$ cat config.mk
export PLATFORM = sky130hd
export DESIGN_NAME = sram_fifo_ctrl
export DESIGN_NICKNAME = d
export VERILOG_FILES = /design/src/rtl/sram_fifo_ctrl.sv
export SDC_FILE = /design/constraint.sdc
export NUM_CORES = 1
export LEC_CHECK = 0
export ABC_CLOCK_PERIOD_IN_PS = 13700
export CELL_PAD_IN_SITES_DETAIL_PLACEMENT = 0
export CELL_PAD_IN_SITES_GLOBAL_PLACEMENT = 2
export CORE_MARGIN = 5
export CORE_UTILIZATION = 30
export CTS_CLUSTER_DIAMETER = 120
export DETAILED_ROUTE_END_ITERATION = 16
export HOLD_SLACK_MARGIN = 0.08
export PLACE_DENSITY = 0.89
export SYNTH_ARGS = -nofsm -noshare
export SYNTH_HDL_FRONTEND = slang
export SYNTH_SLANG_ARGS = --single-unit
export TNS_END_PERCENT = 1
$ cat constraint.sdc
create_clock -name clk -period 13.7 [get_ports clk]
set_clock_uncertainty 0.15 [all_clocks]
set_input_delay 2.74 -clock clk [delete_from_list [all_inputs] [get_ports clk]]
set_output_delay 2.74 -clock clk [all_outputs]
set_load 0.01 [all_outputs]
$ cat src/rtl/sram_fifo_ctrl.sv
// sram_fifo_ctrl: FIFO controller over a 0rw1r1w 512x64 SRAM macro with a 2-entry output buffer.
// Define SRAM_FIFO_LEVEL_EN to add the registered occupancy port "level".
module sram_fifo_ctrl #(
    parameter int DATA_WIDTH = 64,
    parameter int ADDR_WIDTH = 9,
    parameter int NUM_WMASKS = 8
) (
    input  logic                  clk,
    input  logic                  rst,
    input  logic                  in_valid,
    output logic                  in_ready,
    input  logic [DATA_WIDTH-1:0] in_data,
    output logic                  out_valid,
    input  logic                  out_ready,
    output logic [DATA_WIDTH-1:0] out_data,
    output logic                  sram_csb0,
    output logic [NUM_WMASKS-1:0] sram_wmask0,
    output logic [ADDR_WIDTH-1:0] sram_addr0,
    output logic [DATA_WIDTH-1:0] sram_din0,
    output logic                  sram_csb1,
    output logic [ADDR_WIDTH-1:0] sram_addr1,
    input  logic [DATA_WIDTH-1:0] sram_dout1
`ifdef SRAM_FIFO_LEVEL_EN
    ,
    output logic [ADDR_WIDTH+1:0] level
`endif
);
    localparam int DEPTH = 1 << ADDR_WIDTH;
    logic [ADDR_WIDTH-1:0] wr_ptr, rd_ptr, addr1_q;
    logic [ADDR_WIDTH:0]   sram_cnt;
    logic [DATA_WIDTH-1:0] obuf [2];
    logic [1:0]            obuf_cnt, occ;
    logic                  head, rd_inflight, push, pop, issue;
    always_comb begin
        in_ready    = (sram_cnt != (ADDR_WIDTH+1)'(DEPTH)) && !rst;
        push        = in_valid && in_ready;
        out_valid   = (obuf_cnt != 2'd0) && !rst;
        pop         = out_valid && out_ready;
        occ         = obuf_cnt + 2'(rd_inflight);
        issue       = !rst && (sram_cnt != '0) && (occ < (pop ? 2'd3 : 2'd2));
        sram_csb0   = !push;
        sram_wmask0 = '1;
        sram_addr0  = wr_ptr;
        sram_din0   = in_data;
        sram_csb1   = !issue;
        sram_addr1  = issue ? rd_ptr : addr1_q;
        out_data    = obuf[head];
    end
    always_ff @(posedge clk) begin
        if (rst) begin
            wr_ptr      <= '0;
            rd_ptr      <= '0;
            addr1_q     <= '0;
            sram_cnt    <= '0;
            obuf_cnt    <= '0;
            head        <= 1'b0;
            rd_inflight <= 1'b0;
        end else begin
            if (push) wr_ptr <= wr_ptr + 1'b1;
            if (issue) begin
                rd_ptr  <= rd_ptr + 1'b1;
                addr1_q <= rd_ptr;
            end
            if (pop) head <= !head;
            sram_cnt    <= sram_cnt + (ADDR_WIDTH+1)'(push) - (ADDR_WIDTH+1)'(issue);
            obuf_cnt    <= obuf_cnt + 2'(rd_inflight) - 2'(pop);
            rd_inflight <= issue;
        end
    end
    // Tail slot is head+obuf_cnt mod 2; the occupancy bound on issue keeps it free or being popped.
    always_ff @(posedge clk) begin
        if (!rst && rd_inflight) obuf[head ^ obuf_cnt[0]] <= sram_dout1;
    end
`ifdef SRAM_FIFO_LEVEL_EN
    always_ff @(posedge clk) begin
        if (rst) level <= '0;
        else level <= level + (ADDR_WIDTH+2)'(push) - (ADDR_WIDTH+2)'(pop);
    end
`endif
endmodule

======== Word level (Yosys, flattened, before mapping) ========
Memories as Yosys holds them, arrays and structs flattened. A register that Yosys moved wholly into a read port is not among the register bits.
Index checks and enable logic that the tools add are counted.
storage, ports and cells
  register bits ........................... 41
  bits in latches ......................... 0
  RAM bits ................................ 128
  bits in read-only memories .............. 0
  input port bits ......................... 132
  output and inout bits ................... 158
  logic and storage cells ................. 36
  memories kept ........................... 1
cells by class
  add/subtract/negate cells ............... 6
  multiply operators ...................... 0
  div/mod/pow operators ................... 0
  order comparisons ....................... 1
  equal/unequal tests ..................... 1
  shift operators ......................... 0
  muxes and demuxes ....................... 6
  bitwise operators ....................... 1
  reductions and logical operators ........ 13
memory list
  memory  depth  bits a word  read ports  clocked after Yosys merged registers in  wr ports  RTL line  text
  obuf    2      64           1           1                                        1         31        logic [DATA_WIDTH-1:0] obuf [2];
operators by type and width
  kind                    number
  $add A9 B1 Y9 const B   2
  $add A10 B1 Y10         1
  $ne A10 B10 Y1 const B  1
  $reduce_bool A10 Y1     1
  $sub A10 B1 Y10         1
  $mux W9                 1
  $logic_and A1 B1 Y1     7
  $mux W1                 5
  $logic_not A1 Y1        4
  $add A2 B1 Y2           1
  $lt A2 B2 Y1            1
  $reduce_bool A2 Y1      1
  $sub A2 B1 Y2           1
  $xor A1 B1 Y1           1

======== Longest topological paths before layout ========
Gate-level depths: netlist of run 1.
  depth in word-level cells ............... 7
  depth in mapped cells ................... 17
  depth with buffers taken out ............ 16

======== Least setup slack after synthesis of run 1 ========
Ideal clock, no wire load.
  path kind ............................... input-to-reg
  from .................................... input rst
  to ...................................... memory obuf[1][0], enable pin
  setup time .............................. 0.578 ns
  data arrival time ....................... 7.861 ns
  data required time ...................... 12.972 ns
  setup slack ............................. 5.111 ns
  cell stages on the path ................. 3
  path buffers ............................ 2
  cells stage by stage .................... clkbuf_1 -> clkbuf_1 -> nor3b_1
on the way
  word-level cells in the longest chain between the ends .. 4
RTL lines
  item                           RTL line  text
  start, declared                9         input logic rst,
  $logic_not A1 Y1               72        if (!rst && rd_inflight) obuf[head ^ obuf_cnt[0]] <= sram_dout1;
  $logic_and A1 B1 Y1            72
  $mux W1                        72
  $mux W1 (not written as such)  72
  end, declared                  31
Every way passes these cells.

======== Final worst setup path of run 1 ========
  from .................................... input rst
  to ...................................... output sram_addr1[6]
on the way
  word-level cells in the longest chain between the ends .. 7
  elaborated cells on any way between the ends .. 8
  those cells by class .................... 1 x order compare; 2 x mux; 5 x reduce/logical
RTL lines
  item                     RTL line  text
  $logic_not A1 Y1 (*)     37, 40
  $logic_and A1 B1 Y1      37        out_valid = (obuf_cnt != 2'd0) && !rst;
  $logic_and A1 B1 Y1      38        pop = out_valid && out_ready;
  $mux W1                  40        issue = !rst && (sram_cnt != '0) && (occ < (pop ? 2'd3 : 2'd2));
  $lt A2 B2 Y1             40
  $logic_and A1 B1 Y1 (*)  40
  $mux W9 (*)              --
  end, declared            21        output logic [ADDR_WIDTH-1:0] sram_addr1,
Mark *: on every way between the ends. The rest lies on a longest branch, timed or not.

==> results_dict.tcl, run 1 <==
set metrics [dict create \
    clock_path_buffers 2 \
    wl_um 14600 \
    firstDrtPassIters 4 \
    drc 0 \
    drv_slew 0 \
    hold_depth 2 \
    syn2layout_area_growth_pct 27.2 \
    core_um2 24200 \
    final_cell_area_um2 9290 \
    setup_slack_ps 5560 \
    worstSetupPathType "input pin to output port" \
    ys.flop_type "edfxtp_1" \
    cts_buffers 17 \
    pin_count 290 \
    cts_resized 0 \
    leakage_uw 0.00324 \
    yosysTopAreaCellShare_pct 52.6 \
    grt_pass1_vias 4173 \
    arrival_ps 5250 \
    ir_worst_vdd_uv 68.3 \
    reg2reg_depth 17 \
    dp_slack_ps 5540 \
    num_rows 57 \
    maxCapViolCount 0 \
    layout_common_cells "clkdlybuf4s50_1, edfxtp_1, mux2_2" \
    p_total_uw 1660 \
    netlist-cell-type-count 44 \
    end_kind "output port" \
    worst_pin_slew_ps 927 \
    hold_path_class "flop to flop" \
    vias_per_cell 4.28 \
    grt_use_total_pct 10.5 \
    synthArstFlopShare_pct 0 \
    max_slew_margin_pct 38.2 \
    layout_commonest_cell "clkdlybuf4s50_1" \
    io_buffers 153 \
    drive_gt1_share_pct 19.3 \
    wl_per_cell_um 15.6 \
    ctsHoldBuffers 0 \
    cp_top_family "buffers and inverters" \
    grt_pass1_wl_um 22900 \
    clock_latency_ps 410 \
    clk_pin_slew_worst_paths_ps 70 \
    die-width_um 166 \
    p_per_area_nw_per_um2 179 \
    crit_chain "clkdlybuf4s50_1, nor2_1, and2_1, ha_1, inv_1, ha_1, a311oi_2, buf_4, mux2_2, clkdlybuf4s50_1" \
    place_area_um2 8710 \
    period_share_pct 59.4 \
    cp_slowest_cell "clkdlybuf4s50_1" \
    fin_util_pct 38.4 \
    synth_warnings 0 \
    final.min_clock_period_ps 8140 \
    final_hold_viol_count 0 \
    yosys.area.top_type "edfxtp_1" \
    dieArea_um2 27600 \
    antenna_cells 0 \
    dr_total_vias 4001 \
    antenna_found_initial 0 \
    critPathBufInv 4 \
    ctsRootBufferMaster "clkbuf_16" \
    fmax_mhz 123 \
    setup_violations 0 \
    synthTopCellsByArea "edfxtp_1, dfxtp_1, mux2_2" \
    r2r_slack_ps 9780 \
    tritoncts "done" \
    cts_sinks 170 \
    grt_overflow 0 \
    hpwl_um 9550 \
    grt_max_degree 65 \
    drt_iter0_drc 227 \
    syn_area_per_cell_um2 14.6 \
    post-cts-setup-buffer-count 0 \
    n_fill_cell 2266 \
    slowest_delay_ps 490 \
    required_ps 10810 \
    syn-cell-area_um2 7310 \
    yosysSeqAreaShare_pct 64.1 \
    synth_cells 501 \
    final_nets 752 \
    place_congestion 0.699 \
    crit_fanout 21 \
    tns_ps 0 \
    synth_edf_count 128 \
    start_kind "input pin" \
    crit_cells 10 \
    rsz0062_at_grt "false" \
    htree_num_levels 4 \
    die_h_um 166 \
    start_util_pct 30.2 \
    synth-seq-cells 170 \
    outcome "finished clean" \
    ant_nets 0 \
]
## synthesized netlist by cell type, drive strengths merged (4+ instances only)
master,n
inv,19
nand4,7
buf,78
and3,4
mux2,74
xor2,16
clkbuf,9
nor2b,14
dfxtp,42
nor2,32
edfxtp,128
nand2,7
ha,20
a21oi,7
xnor2,8
## area by class of cell
type	count	area, um2	share of cell area, %
multi-input cells	232	1970	21.2
inverters	19	71.3	0.767
well taps	324	405	4.36
repair buffers	159	1580	17.0
clock inverters	14	159	1.71
clock buffers	17	425	4.58
flip-flops and latches	170	4690	50.4
## flip-flops by register name (all words and copies together) (netlist names), named ones only
| signal | flops |
|---|---|
| addr1_q | 9 |
| head | 1 |
| obuf | 128 |
| obuf_cnt | 2 |
| rd_inflight | 1 |
| rd_ptr | 9 |
| sram_addr0 | 9 |
| sram_cnt | 10 |
## worst paths after layout
| kind | startpoint | end |
|---|---|---|
| hold reg to reg | rd_ptr[8] | rd_ptr[8] |
| hold / removal | rd_ptr[8] | rd_ptr[8] |
| setup reg to reg | obuf_cnt[0] | sram_cnt[8] |
| setup / recovery | rst | sram_addr1[6] |
## routing by layer
layer	routed length (um)	up-vias	share of wire (%)	global-route usage, %
li1	-	1903	-	-
met1	6600	1904	45	13.2
met2	6680	185	46	16.7
met3	1190	9	8.1	4.88
met4	108	0	0.74	2.04
met5	0	-	0	0
## per-stage QoR
stage / cells / hold WS (ps)
after CTS: 935 / 376
after global placement: 904 / 365
final: 935 / 369
after floorplan: 508 / 324
after global routing: 935 / 411
after detailed placement: 904 / 357
## where the power goes
group	leakage [uW]	switching, uW	internal [uW]
Clock	0.000281	215	259
Combinational	0.00145	250	263
Sequential	0.00151	25.5	648
Total	0.00324	491	1170
## worst reg2reg max path, delay by kind of cell, from the launching register on
family	cells	cell delay (ps)
adder cells (fa/ha/maj)	5	1140
buffers and inverters	3	390
AND/OR/NAND/NOR	4	540
AO/OA/AOI/OAI	5	1210
flip-flops	1	370
## kinds of logic after synthesis
logic type	share of synthesized area, %
DFF	64.1
buffers and inverters	9.37
and+or+nand+nor	5.86
muxes	11.4
AOI/OAI and AO/OA	2.62
xor gates and xnor gates	2.88
adders and majority gates	3.70
other	0.0513
(Power assumes the default switching activity.)
==> inputs of run 2 (changes only) <==
- ABC_CLOCK_PERIOD_IN_PS: 13700 -> 8300
- CORE_UTILIZATION: 30 -> 28
- PLACE_DENSITY: 0.89 -> 0.84
- clock period: 13.7 -> 8.3 ns (I/O delays scaled with it)
==> results_dict.tcl, run 2 (synthesis gave the netlist of run 1 again) <==
set metrics [dict create \
    outcome "finished clean" \
    ant_nets 0 \
    worst_pin_slew_ps 953 \
    grt_pass1_wl_um 22300 \
    layout_common_cells "clkdlybuf4s50_1, edfxtp_1, mux2_2" \
    antenna_found_initial 0 \
    cts_resized 0 \
    core_um2 25900 \
    rr_startpoint "obuf_cnt[0]" \
    ir_worst_vdd_uv 128 \
    drc 0 \
    num_rows 59 \
    tns_ps 0 \
    arrival_ps 4130 \
    clock_latency_ps 420 \
    hold_path_class "flop to flop" \
    clk_pin_slew_worst_paths_ps 70 \
    ctsRootBufferMaster "clkbuf_16" \
    dr_total_vias 4019 \
    vias_per_cell 4.24 \
    cts_buffers 17 \
    cp-startpoint "rst" \
    die_h_um 172 \
    firstDrtPassIters 4 \
    layout_commonest_cell "clkdlybuf4s50_1" \
    place_inst 915 \
    wl_per_cell_um 15.6 \
    largest_reg_flops 128 \
    crit_fanout 21 \
    htree_num_levels 4 \
    tritoncts "done" \
    hpwl_um 9840 \
    clock_path_buffers 2 \
    rsz0062_at_grt "false" \
    grt_overflow 0 \
    dieArea_um2 29400 \
    die-width_um 172 \
    n_fill_cell 2493 \
    cts_sinks 170 \
    grt_max_degree 65 \
    post-cts-setup-buffer-count 0 \
    final_nets 752 \
    pin_count 290 \
    grt_use_total_pct 9.80 \
    period_share_pct 71.6 \
    end_kind "output port" \
    final.min_clock_period_ps 5940 \
    io_buffers 153 \
    final_hold_viol_count 0 \
    fmax_mhz 168 \
    leakage_uw 0.00324 \
    place_congestion 0.688 \
    required_ps 6490 \
    max_slew_margin_pct 36.5 \
    maxCapViolCount 0 \
    drive_gt1_share_pct 19.3 \
    ctsHoldBuffers 0 \
    p_per_area_nw_per_um2 293 \
    setup_violations 0 \
    instances_no_fill 947 \
    start_util_pct 28.2 \
    min_from "sram_addr0[1]" \
    start_kind "input pin" \
    drv_slew 0 \
    grt_pass1_vias 4095 \
    antenna_cells 0 \
    drt_iter0_drc 159 \
    wl_um 14700 \
    syn2layout_area_growth_pct 27.2 \
    worstSetupPathType "input pin to output port" \
]
## run 2: routing by layer
metal  share of wire (%)  up-vias  track usage [%]
met1                  44     1948             12.0
met5                   0        -                0
met2                  45      164             15.2
met3                  11        5             5.17
met4                0.44        0             2.58
li1                    -     1902                -
## run 2: final timing paths
path / end / slack (ps) / cells after the start
setup reg to reg: sram_cnt[8] / 4450 / 17
hold / removal: sram_addr0[1] / 360 / 2
setup / recovery: sram_addr1[4] / 2360 / 10
hold reg to reg: sram_addr0[1] / 360 / 2
## run 2: report_power, final
part | leakage [uW] | switching, uW | total, uW | internal, uW
clock network | 0.000280 | 369 | 770 | 402
registers | 0.00151 | 42.0 | 1110 | 1070
logic | 0.00145 | 408 | 841 | 433
total | 0.00324 | 819 | 2720 | 1900
## run 2: final cells by class
| cell class | count | area [um2] | area share [%] |
|---|---|---|---|
| clock buffers | 17 | 425 | 4.58 |
| clock inverters | 15 | 145 | 1.56 |
| inverters | 19 | 71.3 | 0.767 |
| multi-input cells | 232 | 1970 | 21.2 |
| flip-flops and latches | 170 | 4690 | 50.4 |
| well taps | 335 | 419 | 4.51 |
| repair buffers | 159 | 1580 | 17.0 |
## run 2: metrics by stage
step / area (um2) / hold slack, ps / utilization, % / power [uW] / setup WS (ps)
2_1_floorplan: 7330 / 324 / - / 1700 / 791
3_3_place_gp: 8720 / 344 / 33.7 / 1990 / 2360
3_5_place_dp: 8720 / 355 / 33.7 / 1990 / 2370
4_1_cts: 9290 / 368 / 35.9 / 2770 / 2360
5_1_grt: 9290 / 422 / 35.9 / 2900 / 2230
6_report: 9290 / 364 / 35.9 / 2720 / 2360
## run 2: critical path: stages
cell	delay, ps
clkdlybuf4s50_1	410
nor2_1	130
and2_1	180
ha_1	160
inv_1	40
ha_1	190
a311oi_2	190
buf_4	300
mux2_2	380
clkdlybuf4s50_1	480
